**src/rtl/core_scheduler_if.sv**
```systemverilog
// Scheduler bundle: dispatcher start/done, fetch/decode/LSU status in,
// core_state and current_pc out to the per-thread datapath.
interface core_scheduler_if #(
   parameter int THREADS_PER_BLOCK     = 4,
   parameter int PROGRAM_MEM_ADDR_BITS = 8
);
   logic                                           start;
   logic [THREADS_PER_BLOCK-1:0]                   thread_enable;
   logic [2:0]                                     fetcher_state;
   logic                                           decoded_mem_read_enable;
   logic                                           decoded_mem_write_enable;
   logic                                           decoded_ret;
   logic [2*THREADS_PER_BLOCK-1:0]                 lsu_state;
   logic [PROGRAM_MEM_ADDR_BITS*THREADS_PER_BLOCK-1:0] next_pc;
   logic [2:0]                                     core_state;
   logic [PROGRAM_MEM_ADDR_BITS-1:0]               current_pc;
   logic                                           done;

   modport master (
      output start, thread_enable, fetcher_state,
      output decoded_mem_read_enable, decoded_mem_write_enable,
      output decoded_ret, lsu_state, next_pc,
      input  core_state, current_pc, done
   );

   modport slave (
      input  start, thread_enable, fetcher_state,
      input  decoded_mem_read_enable, decoded_mem_write_enable,
      input  decoded_ret, lsu_state, next_pc,
      output core_state, current_pc, done
   );
endinterface

```
**src/rtl/core_scheduler.sv**
```systemverilog
// Per-core FSM: FETCH..UPDATE per instruction, owns current_pc, done on RET.
// Ports: clk, reset (async high), bus (core_scheduler_if.slave).
module core_scheduler #(
   parameter int THREADS_PER_BLOCK     = 4,
   parameter int PROGRAM_MEM_ADDR_BITS = 8
) (
   input logic              clk,
   input logic              reset,
   core_scheduler_if.slave  bus
);
   localparam int T = THREADS_PER_BLOCK;
   localparam int A = PROGRAM_MEM_ADDR_BITS;

   typedef enum logic [2:0] {
      S_IDLE    = 3'b000,
      S_FETCH   = 3'b001,
      S_DECODE  = 3'b010,
      S_REQUEST = 3'b011,
      S_WAIT    = 3'b100,
      S_EXECUTE = 3'b101,
      S_UPDATE  = 3'b110,
      S_DONE    = 3'b111
   } state_e;

   state_e         state_q, state_d;
   logic [A-1:0]   pc_q, pc_d;
   logic           mem_busy;
   logic           unused_inputs;

   // Memory flags and the lower next_pc lanes are not needed:
   // lanes are assumed converged, so the last lane supplies the PC.
   assign unused_inputs = ^{bus.decoded_mem_read_enable,
                            bus.decoded_mem_write_enable,
                            bus.next_pc[A*(T-1)-1:0]};

   // An enabled lane in REQUESTING or WAITING holds the core in WAIT.
   always_comb begin
      mem_busy = 1'b0;
      for (int i = 0; i < T; i++) begin
         if (bus.thread_enable[i] &&
             (bus.lsu_state[2*i +: 2] == 2'b01 ||
              bus.lsu_state[2*i +: 2] == 2'b10))
            mem_busy = 1'b1;
      end
   end

   always_ff @(posedge clk or posedge reset) begin
      if (reset) begin
         state_q <= S_IDLE;
         pc_q    <= '0;
      end else begin
         state_q <= state_d;
         pc_q    <= pc_d;
      end
   end

   always_comb begin
      state_d = state_q;
      pc_d    = pc_q;
      unique case (state_q)
         S_IDLE:    if (bus.start) state_d = S_FETCH;
         S_FETCH:   if (bus.fetcher_state == 3'b010) state_d = S_DECODE;
         S_DECODE:  state_d = S_REQUEST;
         S_REQUEST: state_d = S_WAIT;
         S_WAIT:    if (!mem_busy) state_d = S_EXECUTE;
         S_EXECUTE: state_d = S_UPDATE;
         S_UPDATE: begin
            if (bus.decoded_ret) begin
               state_d = S_DONE;
            end else begin
               pc_d    = bus.next_pc[A*(T-1) +: A];
               state_d = S_FETCH;
            end
         end
         S_DONE:    if (!bus.start) state_d = S_IDLE;
      endcase
   end

   // done is decoded from the state register, so it stays registered.
   always_comb begin
      bus.core_state = state_q;
      bus.current_pc = pc_q;
      bus.done       = (state_q == S_DONE);
   end
endmodule

```
**src/flat_wrapper.sv**
```systemverilog
// flat-port wrapper written by rule: the top's interface ports become plain ports
module core_scheduler_flat 
#(
   parameter int THREADS_PER_BLOCK     = 4,
   parameter int PROGRAM_MEM_ADDR_BITS = 8
)
  (clk, reset, bus_start, bus_thread_enable, bus_fetcher_state, bus_decoded_mem_read_enable, bus_decoded_mem_write_enable, bus_decoded_ret, bus_lsu_state, bus_next_pc, bus_core_state, bus_current_pc, bus_done);
  core_scheduler_if #(.THREADS_PER_BLOCK(THREADS_PER_BLOCK), .PROGRAM_MEM_ADDR_BITS(PROGRAM_MEM_ADDR_BITS)) bus_i ();
  input logic clk;
  input logic reset;
  input wire logic [$bits(bus_i.start)-1:0] bus_start;
  input wire logic [$bits(bus_i.thread_enable)-1:0] bus_thread_enable;
  input wire logic [$bits(bus_i.fetcher_state)-1:0] bus_fetcher_state;
  input wire logic [$bits(bus_i.decoded_mem_read_enable)-1:0] bus_decoded_mem_read_enable;
  input wire logic [$bits(bus_i.decoded_mem_write_enable)-1:0] bus_decoded_mem_write_enable;
  input wire logic [$bits(bus_i.decoded_ret)-1:0] bus_decoded_ret;
  input wire logic [$bits(bus_i.lsu_state)-1:0] bus_lsu_state;
  input wire logic [$bits(bus_i.next_pc)-1:0] bus_next_pc;
  output wire logic [$bits(bus_i.core_state)-1:0] bus_core_state;
  output wire logic [$bits(bus_i.current_pc)-1:0] bus_current_pc;
  output wire logic [$bits(bus_i.done)-1:0] bus_done;
  assign bus_i.start = bus_start;
  assign bus_i.thread_enable = bus_thread_enable;
  assign bus_i.fetcher_state = bus_fetcher_state;
  assign bus_i.decoded_mem_read_enable = bus_decoded_mem_read_enable;
  assign bus_i.decoded_mem_write_enable = bus_decoded_mem_write_enable;
  assign bus_i.decoded_ret = bus_decoded_ret;
  assign bus_i.lsu_state = bus_lsu_state;
  assign bus_i.next_pc = bus_next_pc;
  assign bus_core_state = bus_i.core_state;
  assign bus_current_pc = bus_i.current_pc;
  assign bus_done = bus_i.done;
  core_scheduler #(.THREADS_PER_BLOCK(THREADS_PER_BLOCK), .PROGRAM_MEM_ADDR_BITS(PROGRAM_MEM_ADDR_BITS)) u_core (.clk(clk), .reset(reset), .bus(bus_i));
endmodule
```
**config.mk**
```make
export PLATFORM = sky130hd
export DESIGN_NAME = core_scheduler_flat
export DESIGN_NICKNAME = d
export VERILOG_FILES = /design/src/rtl/core_scheduler_if.sv /design/src/rtl/core_scheduler.sv /design/src/flat_wrapper.sv
export SDC_FILE = /design/constraint.sdc
export NUM_CORES = 1
export LEC_CHECK = 0
export ABC_AREA = 1
export BUFFER_PORTS_ARGS = -buffer_cell sky130_fd_sc_hd__buf_4
export CAP_MARGIN = 20
export CORE_UTILIZATION = 37
export CTS_CLUSTER_SIZE = 10
export DETAILED_ROUTE_END_ITERATION = 10
export HOLD_SLACK_MARGIN = 0.02
export PLACE_DENSITY_LB_ADDON = 0.3
export RECOVER_POWER = 25
export SKIP_LAST_GASP = 1
export SLEW_MARGIN = 10
export SYNTH_ARGS = -nofsm -noshare
export SYNTH_HDL_FRONTEND = slang
export SYNTH_SLANG_ARGS = --single-unit
```
**constraint.sdc**
```tcl
create_clock -name clk -period 1.8 [get_ports clk]
set_input_delay 0.09 -clock clk [delete_from_list [all_inputs] [get_ports clk]]
set_output_delay 0.09 -clock clk [all_outputs]
set_load 0.01 [all_outputs]
```
# Yosys cells after proc, flatten, opt, wreduce, memory -nomap -nowiden
# Cells that the tools add are included.
# Widths: inputs -> output; s select.
[totals] input_bits=53 elab_cells=44 register_bits=11 out_inout_bits=12
[op_classes] reduce_logical=11 n_eq_ne=20 bitwise=1 mux=10
[op_table] cell="$pmux 3 s8" n=1
[op_table] cell="$mux 3" n=5
[op_table] cell="$eq 3x3->1 const B" n=4
[op_table] cell="$eq 3x2->1 const B" n=3
[op_table] cell="$eq 2x1->1 const B" n=4
[op_table] cell="$eq 2x2->1 const B" n=4
[op_table] cell="$ne 2x2->1 const B" n=3
[op_table] cell="$logic_and 1x1->1" n=4
[op_table] cell="$logic_or 1x1->1" n=4
[op_table] cell="$mux 1" n=4
[op_table] cell="$reduce_and 4->1" n=1
[op_table] cell="$eq 3x1->1 const B" n=1
[op_table] cell="$logic_not 3->1" n=1
[op_table] cell="$ne 2x1->1 const B" n=1
[op_table] cell="$reduce_and 2->1" n=1
[op_table] cell="$not 1->1" n=1

# Depth between registers and ports, before layout
[depth] word_depth=9 mapped_depth=10 ltp_nobuf=10

# Worst setup path before layout
# Ideal clock, no wire load.
[synth_path] path_type="flip-flop to flip-flop" start="register u_core.state_q[1] (netlist: u_core.bus.core_state[1])" end="register u_core.pc_q[0] (netlist: u_core.bus.current_pc[0])" synth_period_minus_slack_ps=1186 arrival_ps=1061 n_path_buf=0 slack_ps=614 path_stages_with_launch=5 cell_sequence="dfrtp_1 inv_2 nor2_2 nand2_4 mux2_4"
[synth_via] elab_chain_len=2
[synth_rtl] element="start, declared" line="core_scheduler.sv:25" text="state_e state_q, state_d;"
[synth_rtl] element="start signal, assigned" line="core_scheduler.sv:52" text="state_q <= state_d;"
[synth_rtl] element="$eq 3x3->1" line="core_scheduler.sv:60" text="unique case (state_q)"
[synth_rtl] element="$reduce_and 2->1 (no source line)"
[synth_rtl] element="end signal, assigned" line="core_scheduler.sv:53" text="pc_q <= pc_d;"
[synth_rtl] element="end, declared" line="core_scheduler.sv:26" text="logic [A-1:0] pc_q, pc_d;"
# No other way between the ends.
# A chain may end at the register's enable or synchronous reset.

# Final worst setup path
[layout_path] start="register u_core.state_q[1] (netlist: u_core.bus.core_state[1])" end="register u_core.pc_q[4] (netlist: u_core.bus.current_pc[4])"
# The elaborated chain is that of the path after synthesis.

==> results.txt <==
Reg clk slew, reported paths: 70 ps
Pin count of the biggest net entering global routing: 12
Hold depth: 2
Commonest non-fill, non-tap cell in the layout: buf_4
Initial core utilization: 41.7%
Max-slew headroom: 72.5%
FMAX: 792 MHz
Final hold vios: 0
Setup TNS Final: 0 ps
CP peak stage delay: 470 ps
Outcome: complete, but fails checks
CP Depth: 4
Vias per cell: 4.66
Synth Register Bits: 11
Drt first-iter violations: 5
Antenna diodes: 0
Internal: 850 µW
First-pass GRT wire length: 2330 µm
Worst r2r src: u_core.bus.core_state[1]
Die Wd: 44.2 µm
Mapped Nets: 133
Worst-Margin Slew: 412 ps
Later-pin clock latency in the skew report: 270 ps
CTS root buf: clkbuf_4
# DRC: 2
Overall power: 1350 µW
NetSw: 495 µW
VDD IR max: 786 µV
GP Congestion: 0.864
Sinks on Clock Net: 11
Critical path, cell by cell: inv_2 > nor2_2 > nand2_4 > mux2_4
Routed WL per cell: 10.0 µm
Worst r2r dst: u_core.bus.current_pc[4]
Synthesized cell area: 658 µm²
Most frequent cells in the layout: 37 x buf_4, 23 x nand2_1, 14 x inv_1
Syn. warnings: 0
Slowest cell on the critical path: dfrtp_1
Cell family with most CP delay: flip-flops
Slew Viols, Final: 0
I/O pin total: 65
Failing checks: design-rule violations
Final min period: 1260 ps
DP HPWL: 1120 µm
Static Leak: 0.000617 µW
Hold WC Path Type: in -> reg
CP Data Required Time: 1950 ps
Die area: 1950 µm²
Final period utilization: 70.1%
Final nets: 177
Yosys cell types: 12
Area Overhead vs Synth: 51.9%
Hold Startpoint: bus_next_pc[27]
# hold bufs at CTS: 1
Core Rows: 14
Pwr Density: 1350 nW/µm²
CP Capture Type: register
Post-CTS resize count: 0
Hold endpoint: u_core.bus.current_pc[3]
R2R Setup Slk: 540 ps
Sw frac: 36.8%
FF-to-FF path depth: 4
Core area: 1580 µm²
Crit start category: register
Combinational fraction of design power: 52.6%
TritonCTS clock tree: yes
Crit path buffers/inverters: 1
CTS Buf Count: 3
CTS Buffer Depth: 2
Clock H-tree levels: 1
Setup violations, final: 0
RSZ-0062 raised after global routing: false
Initial antenna violation count: 0
Global-route usage over all layers: 16.9%
Clock skew: 2.24 ps
Kind of critical path: reg -> reg
Die Ht: 44.2 µm
Max Cap Violations: 0
IO Port Bufs: 38
Vias in the first global route: 591
Final WL: 1400 µm
Drt pass-1 iters: 7
Post-synthesis sequential area ratio: 41.8%
Max FO, Critical Path: 8
Clock power frac: 12.4%
Sequential power share: 35.0%
Via count: 648
Mapped Cells: 80
Layout cell share with drive strength beyond 1: 45.5%
Syn Area/Cell: 8.23 µm²
Grt ovf: 0
Critical path arrival: 1410 ps
Antenna Violating Nets Remaining: 0
Post-CTS Setup Bufs: 0
==> cell families (layout without fill, tap and decap cells) <==
group                  Yosys count  in the layout  share of synthesized area (%)
flip-flops                      11             11                           41.8
buffers and inverters           16             59                           9.13
AND/OR/NAND/NOR                 42             42                           27.9
multiplexers                     8              8                           18.3
AO/OA/AOI/OAI                    3              3                           2.85
==> metal layers <==
metal	track usage [%]	wire (µm)	vias up
li1	-	-	334
met1	18.0	553	287
met2	29.7	711	23
met3	2.45	94	4
met4	12.7	36	0
met5	0	0	-
==> layout make-up <==
cell class | count | area, µm²
clock buffer | 4 | 26.3
inverter | 16 | 60.1
tap | 16 | 20.0
timing repair buffer | 39 | 295
sequential | 11 | 275
fill | 133 | 577
multi-input combinational | 53 | 323
==> state kept, by name, indices dropped and copies added, names as in the netlist <==
register	flops
u_core.bus.current_pc	8
u_core.bus.core_state	3
==> worst register-to-register path, cell delays in order (launching register included) <==
cell     delay, ps
dfrtp_1        470
inv_2           70
nor2_2         140
nand2_4        140
mux2_4         330
==> how the worst max path moves through the flow <==
stage	from	slack (ps)	endpoint
3_5_place_dp	u_core.bus.core_state[1]	540	u_core.bus.current_pc[4]
2_1_floorplan	u_core.bus.core_state[1]	610	u_core.bus.current_pc[0]
6_report	u_core.bus.core_state[1]	540	u_core.bus.current_pc[4]
4_1_cts	u_core.bus.core_state[1]	530	u_core.bus.current_pc[4]
5_1_grt	u_core.bus.core_state[0]	410	u_core.bus.core_state[0]
3_3_place_gp	u_core.bus.core_state[0]	570	u_core.bus.core_state[0]
==> power groups by stage <==
stage	clock network [µW]	logic (µW)	registers, µW
finish	167	708	470
global route	192	780	486
CTS	176	719	470
detailed placement	0	714	471
global placement	0	698	466
floorplan	0	375	512
==> synthesized netlist by cell type, drive strengths merged <==
cell type	instances	area (µm²)
mux2	8	120
nor2	9	41.3
dfrtp	11	275
nand3	8	40.0
a21oi	1	8.76
o21ai	2	10.0
nand2	24	97.6
nor3	1	5.00
inv	16	60.1
==> metrics by stage <==
stage	instance area (µm²)	std cells	hold WS, ps	setup slack (ps)	util (%)
3_3_place_gp	963	134	101	567	61.1
5_1_grt	1000	139	32.8	412	63.4
2_1_floorplan	658	80	-57.6	614	-
4_1_cts	1000	139	38.1	529	63.4
3_5_place_dp	963	134	115	542	61.1
6_report	1000	139	47.6	537	63.4
(Power assumes the default switching activity.)
